`src/rtl/fir_tap_sequencer_if.sv`:
```
// Handshake and datapath-control bundle between the FIR tap sequencer and
// the UART glue, coefficient ROM, delay-line RAM and MAC unit.
interface fir_tap_sequencer_if #(
  parameter int coeff_size = 64
);
  localparam int address_size = $clog2(coeff_size);

  logic                    in_valid;
  logic                    in_ready;
  logic                    buf_wr_en;
  logic [address_size-1:0] buf_wr_addr;
  logic [address_size-1:0] coeff_addr;
  logic [address_size-1:0] sample_addr;
  logic                    mac_clear;
  logic                    mac_en;
  logic                    out_valid;
  logic                    out_ready;
  logic                    busy;

  modport master (
    input  in_valid, out_ready,
    output in_ready, buf_wr_en, buf_wr_addr, coeff_addr, sample_addr,
           mac_clear, mac_en, out_valid, busy
  );

  modport slave (
    output in_valid, out_ready,
    input  in_ready, buf_wr_en, buf_wr_addr, coeff_addr, sample_addr,
           mac_clear, mac_en, out_valid, busy
  );
endinterface

```
`src/rtl/fir_tap_sequencer.sv`:
```
// Control FSM for the FIR datapath: accepts a sample, writes it into the
// circular delay line, walks every tap through the MAC, then offers the result.
module fir_tap_sequencer #(
  parameter int coeff_size  = 64,
  parameter int mac_latency = 2
) (
  input logic                  clock,
  input logic                  reset,
  fir_tap_sequencer_if.master  bus
);
  localparam int address_size = $clog2(coeff_size);

  // The drain phase reuses the tap counter, so mac_latency must fit in k.
  localparam logic [address_size-1:0] tap_last   = address_size'(coeff_size - 1);
  localparam logic [address_size-1:0] drain_last = address_size'(mac_latency - 1);

  typedef enum logic [2:0] {
    IDLE,
    LOAD,
    MAC,
    DRAIN,
    OUT
  } state_t;

  state_t                  st;
  logic [address_size-1:0] k;
  logic [address_size-1:0] wp;

  always_ff @(posedge clock or negedge reset) begin
    if (!reset) begin
      st <= IDLE;
      k  <= '0;
      wp <= '0;
    end else begin
      unique case (st)
        IDLE: begin
          if (bus.in_valid) st <= LOAD;
        end
        LOAD: begin
          k  <= '0;
          st <= MAC;
        end
        MAC: begin
          if (k == tap_last) begin
            k  <= '0;
            wp <= wp + 1'b1;
            st <= DRAIN;
          end else begin
            k <= k + 1'b1;
          end
        end
        DRAIN: begin
          if (k == drain_last) begin
            k  <= '0;
            st <= OUT;
          end else begin
            k <= k + 1'b1;
          end
        end
        OUT: begin
          if (bus.out_ready) st <= IDLE;
        end
        default: begin
          st <= IDLE;
          k  <= '0;
        end
      endcase
    end
  end

  // Pure decodes of st/k/wp: nothing from the inputs reaches an output.
  assign bus.in_ready    = (st == IDLE);
  assign bus.busy        = (st != IDLE);
  assign bus.buf_wr_en   = (st == LOAD);
  assign bus.mac_clear   = (st == LOAD);
  assign bus.buf_wr_addr = wp;
  assign bus.mac_en      = (st == MAC);
  assign bus.coeff_addr  = (st == MAC) ? k : '0;
  assign bus.sample_addr = (st == MAC) ? (wp - k) : '0;
  assign bus.out_valid   = (st == OUT);

endmodule

```
`src/flat_wrapper.sv`:
```
// flat-port wrapper written by rule: the top's interface ports become plain ports
module fir_tap_sequencer_flat 
#(
  parameter int coeff_size  = 64,
  parameter int mac_latency = 2
)
  (clock, reset, bus_in_valid, bus_out_ready, bus_in_ready, bus_buf_wr_en, bus_buf_wr_addr, bus_coeff_addr, bus_sample_addr, bus_mac_clear, bus_mac_en, bus_out_valid, bus_busy);
  fir_tap_sequencer_if #(.coeff_size(coeff_size)) bus_i ();
  input logic clock;
  input logic reset;
  input wire logic [$bits(bus_i.in_valid)-1:0] bus_in_valid;
  input wire logic [$bits(bus_i.out_ready)-1:0] bus_out_ready;
  output wire logic [$bits(bus_i.in_ready)-1:0] bus_in_ready;
  output wire logic [$bits(bus_i.buf_wr_en)-1:0] bus_buf_wr_en;
  output wire logic [$bits(bus_i.buf_wr_addr)-1:0] bus_buf_wr_addr;
  output wire logic [$bits(bus_i.coeff_addr)-1:0] bus_coeff_addr;
  output wire logic [$bits(bus_i.sample_addr)-1:0] bus_sample_addr;
  output wire logic [$bits(bus_i.mac_clear)-1:0] bus_mac_clear;
  output wire logic [$bits(bus_i.mac_en)-1:0] bus_mac_en;
  output wire logic [$bits(bus_i.out_valid)-1:0] bus_out_valid;
  output wire logic [$bits(bus_i.busy)-1:0] bus_busy;
  assign bus_i.in_valid = bus_in_valid;
  assign bus_i.out_ready = bus_out_ready;
  assign bus_in_ready = bus_i.in_ready;
  assign bus_buf_wr_en = bus_i.buf_wr_en;
  assign bus_buf_wr_addr = bus_i.buf_wr_addr;
  assign bus_coeff_addr = bus_i.coeff_addr;
  assign bus_sample_addr = bus_i.sample_addr;
  assign bus_mac_clear = bus_i.mac_clear;
  assign bus_mac_en = bus_i.mac_en;
  assign bus_out_valid = bus_i.out_valid;
  assign bus_busy = bus_i.busy;
  fir_tap_sequencer #(.coeff_size(coeff_size), .mac_latency(mac_latency)) u_core (.clock(clock), .reset(reset), .bus(bus_i));
endmodule
```
`config.mk`:
```
export PLATFORM = sky130hd
export DESIGN_NAME = fir_tap_sequencer_flat
export DESIGN_NICKNAME = d
export VERILOG_FILES = /design/src/rtl/fir_tap_sequencer_if.sv /design/src/rtl/fir_tap_sequencer.sv /design/src/flat_wrapper.sv
export SDC_FILE = /design/constraint.sdc
export NUM_CORES = 1
export LEC_CHECK = 0
export CORE_ASPECT_RATIO = 0.7
export CORE_MARGIN = 10
export CORE_UTILIZATION = 52
export DETAILED_ROUTE_END_ITERATION = 16
export MAX_ROUTING_LAYER = met4
export PLACE_DENSITY = 0.9
export RECOVER_POWER = 100
export SLEW_MARGIN = 40
export SYNTH_ARGS = -nofsm -noshare
export SYNTH_HDL_FRONTEND = slang
export SYNTH_SLANG_ARGS = --single-unit
```
`constraint.sdc`:
```
create_clock -name clock -period 2.8 [get_ports clock]
set_input_delay 0.28 -clock clock [delete_from_list [all_inputs] [get_ports clock]]
set_output_delay 0.28 -clock clock [all_outputs]
set_load 0.01 [all_outputs]
```
# --- Word-level counts from Yosys, hierarchy flattened ---
# Cells that the tools add are included.
word_totals:
  reg_bits: 15
  wordCells: 31
  output_inout_bits: 24
op_classes:
  n_eq_ne: 10
  muxes: 10
  reduce_logical: 5
  add_sub_neg: 3
ops:
  columns: ["cell", "n"]
  rows:
  - ["6-bit 2-to-1 mux", 4]
  - ["6-bit one-hot mux with 3 select lines", 1]
  - ["3-bit one-hot mux with 5 select lines", 1]
  - ["6-bit by 1-bit adder with 6-bit output, second input constant", 2]
  - ["3-bit 2-to-1 mux", 4]
  - ["3-bit by 2-bit equality test with 1-bit output, second input constant", 2]
  - ["6-bit by 1-bit equality test with 1-bit output, second input constant", 1]
  - ["6-bit equality test, second input constant", 1]
  - ["6-bit subtractor", 1]
  - ["2-bit by 1-bit != test with 1-bit output, second input constant", 2]
  - ["2-bit != test, second input constant", 2]
  - ["4-bit AND reduction", 1]
  - ["3-bit by 1-bit equality test with 1-bit output, second input constant", 1]
  - ["3-bit equality test, second input constant", 1]
  - ["3-bit logical NOT", 1]
  - ["3-bit nonzero test", 1]
  - ["2-bit AND reduction", 1]
  - ["2-bit OR reduction", 1]

# --- Logic depth before layout (Yosys ltp) ---
logic_depth:
  depth_word: 3
  mapped_depth: 8

# --- Worst setup path before layout ---
# No wires, ideal clock.
synth_timing:
  path_type: "reg2out"
  startpoint: "register u_core.k[1]"
  endpoint: "output bus_sample_addr[3]"
  n_path_buf: 0
  t_arrival_ps: 1826
  slack_ps: 694
  required_time_ps: 2520
  stages_incl_launch_ff: 6
  path_cell_list: "dfrtp_1 inv_1 ha_1 nor2b_1 o31a_1 a2111oi_0"
synth_via:
  elab_chain_cells: 2
synth_rtl:
  columns: ["element", "line", "text"]
  rows:
  - ["from (decl)", "fir_tap_sequencer.sv:26", "logic [address_size-1:0] k;"]
  - ["from (signal assigned)", "fir_tap_sequencer.sv:49", "k <= k + 1'b1;"]
  - ["from (signal assigned)", "fir_tap_sequencer.sv:57", "k <= k + 1'b1;"]
  - ["6-bit subtractor", "fir_tap_sequencer.sv:79", "assign bus.sample_addr = (st == MAC) ? (wp - k) : '0;"]
  - ["6-bit 2-to-1 mux", "fir_tap_sequencer.sv:79", null]
  - ["to (decl)", "flat_wrapper.sv:17", "output wire logic [$bits(bus_i.sample_addr)-1:0] bus_sample_addr;"]
# Every way passes these cells.

# --- Worst setup path after layout ---
layout_timing:
  startpoint: "register u_core.wp[0], in the netlist u_core.bus.buf_wr_addr[0]"
  endpoint: "output bus_sample_addr[4]"
layout_via:
  elab_chain_cells: 2
layout_rtl:
  columns: ["element", "line", "text"]
  rows:
  - ["from (decl)", "fir_tap_sequencer.sv:27", "logic [address_size-1:0] wp;"]
  - ["from (signal assigned)", "fir_tap_sequencer.sv:46", "wp <= wp + 1'b1;"]
  - ["6-bit subtractor", "fir_tap_sequencer.sv:79", null]
  - ["6-bit 2-to-1 mux", "fir_tap_sequencer.sv:79", null]
# Every way passes these cells.

==> impl_metrics.ini <==
[run_status]
status = finished clean

[setup_path]
r2r_start = u_core.k[0]
r2r_slack_ns = 0.27
worst-path-stages = 9
path_class = register to primary output
crit_arrival_ns = 2.39
slowest_stage = dfrtp_1
critPathBufInv = 3
required_ns = 2.52
path_max_fanout = 4
endpoint = bus_sample_addr[4]
start_kind = register
cp-startpoint = u_core.bus.buf_wr_addr[0]
worst_path_largest_cell_delay_ns = 0.41
r2r-end = u_core.bus.buf_wr_addr[4]
critPathTopFamily = adder cells
rr_worst_depth = 6
worstSetupEndpointType = primary output
crit_chain = inv_1, ha_1, inv_1, fa_1, a21o_1, a21oi_1, xor2_1, nor3_1, dlygate4sd2_1
path_common_cell = inv_1

[global_routing]
first_global_vias = 861
grt_max_degree = 22
grt_pass1_wl_mm = 4.595
grt_overflow = 0
antenna_found_initial = 0
grt_usage_pct = 13.93

[final_layout]
multi_input_area_um2 = 620.6
final_cell_area_um2 = 1349
final_common_cell = dlygate4sd3_1
regArea_um2 = 375.4
antenna_cells = 0
drive_above_1_share_pct = 6.944
areaGrowthSynthToFinish_pct = 21.12
final_cell_mix = dlygate4sd3_1 (21), dfrtp_1 (15), nor3_1 (12)
fillers = 153
fin_nets = 158

[synthesis]
synth_top_cell_by_area = dfrtp_1
synth_cells = 118
ys_types = 44
yosys-top-cells-area = dfrtp_1 (34%), ha_1 (9.0%), xnor2_1 (5.5%)
synth_top_area_share_pct = 33.71
yosys_warnings = 0
synth-async-reset-ratio_pct = 100.0
yosysSeqAreaShare_pct = 33.71
synth_ff_type = dfrtp_1
syn_nets = 131
synth_edf_count = 0
mappedNetlistArea_um2 = 1114
avgSynthCellArea_um2 = 9.437
synth_seq_cells = 15

[floorplanning]
initial_utilization_pct = 57.53
die_h_um = 58.72
io_pins = 28
rows = 13
coreArea_um2 = 1936
die-area_um2 = 4422
dieWidth_um = 75.31

[sta]
fin_skew_ns = 0.006143
setup_tns_ns = 0
drv_slew = 0
fin_crit_sh_pct = 95.42
finalHoldViolations = 0
finalSetupViolCount = 0
worstMarginPinSlew_ns = 1.071
fin_crit_ns = 2.672
rsz0062_at_grt = false
max_clock_freq_ghz = 0.3743
relSlewSlack_pct = 27.97
timing.final.ws_setup_ns = 0.1281

[drt]
firstDrtPassIters = 4
wire_per_inst_um = 17.38
vias = 999
wirelength_mm = 2.885
detail_route.vias_per_cell = 6.018
drt_iter0_markers = 135
ant_nets = 0
drc = 0

[cts]
clkSlewWorstSetupHoldPaths_ns = 0.10
clockBufferDepth = 2
clock_sinks = 15
hold_buffers = 0
h-tree-depth = 1
cts_tree = done
cts_root_buf = clkbuf_4
clock_latency_ns = 0.29
numCtsBuffers = 3

[run]
drv_cap = 0

[placed_design]
pre_cts_slack_ns = 0.1980
port_buffers = 27
dpl_cell_area_um2 = 1371
routabilityCongestion = 1.010
hpwl_mm = 2.259

[pwr]
vdd_drop_max_v = 0.0004678
power_density_nw_per_um2 = 922.3
p_leak_uw = 0.0006230

[worst_hold_path]
hold_class = input pin to asynchronous set/reset pin
-- sequential cells by signal (all words and copies together) (netlist names) --
signal / flops
u_core.bus.buf_wr_addr: 6
u_core.k: 6
u_core.st: 3
-- kinds of logic after synthesis --
group           Yosys count  synth area share (%)
buf+inv                  15                 7.303
fa+ha+maj                 9                 10.79
compound gates           20                 12.81
simple gates             49                 26.74
mux                       2                 2.359
xor+xnor                  8                 6.292
flops                    15                 33.71
-- what timing repair did --
action                                 CTS  global route
setup endpoints to repair                2             1
endpoints found under the hold margin    0             0
pin swaps                                0             0
setup buffers                            0             0
gates resized for setup                  2             3
-- metrics by stage --
stage / util (%) / total power (µW) / std cells / hold WS (ns)
after floorplan: - / 926.9 / 118 / -0.01559
after global placement: 70.85 / 1207 / 162 / 0.5366
after detailed placement: 70.85 / 1227 / 162 / 0.5346
after CTS: 72.08 / 1345 / 166 / 0.4252
after global routing: 69.68 / 1347 / 166 / 0.5199
final: 69.68 / 1244 / 166 / 0.4602
-- cells in the mapped netlist, types with 2 or more instances --
cell and count:
buf_4 2, dfrtp_1 15, nor3_1 11, xnor2_1 7
nand4_1 3, inv_1 9, nor4_1 3, o21ai_0 4
nor2_1 5, ha_1 8, nand3_1 3, and2_1 3
a21oi_1 2, clkbuf_1 2, o21a_1 2, or2_2 3
o22ai_1 3, nand2_1 7
-- metal layers --
layer	track usage [%]	up-vias	wire length, µm
li1	-	478	-
met2	18.98	34	1219
met3	4.020	4	188
met1	19.26	483	1436
met5	-	-	0
met4	3.958	0	41
-- worst min path at each step --
stage | start | to | slack, ns | depth (start not counted)
floorplan | reset | u_core.bus.buf_wr_addr[0] | -0.02 | 0
global placement | u_core.bus.buf_wr_addr[5] | u_core.bus.buf_wr_addr[5] | 0.54 | 1
detailed placement | u_core.bus.buf_wr_addr[5] | u_core.bus.buf_wr_addr[5] | 0.53 | 1
CTS | reset | u_core.bus.buf_wr_addr[3] | 0.43 | 1
global route | reset | u_core.bus.buf_wr_addr[3] | 0.52 | 1
finish | reset | u_core.k[1] | 0.46 | 1
-- area by class of cell --
| cell class | instances | area share (%) |
|---|---|---|
| multi-input cells | 88 | 46.01 |
| clock buffers | 4 | 1.948 |
| flip-flops and latches | 15 | 27.83 |
| inverters | 9 | 2.505 |
| repair buffers | 28 | 19.67 |
| well taps | 22 | 2.041 |
-- where the power goes --
part           switching (µW)  internal [µW]  leakage, µW
registers                98.0            262     0.000200
logic                     407            346     0.000408
clock network            75.6           55.5    0.0000150
total                     581            663     0.000623
Note: power is estimated with default switching activity, not from simulation.
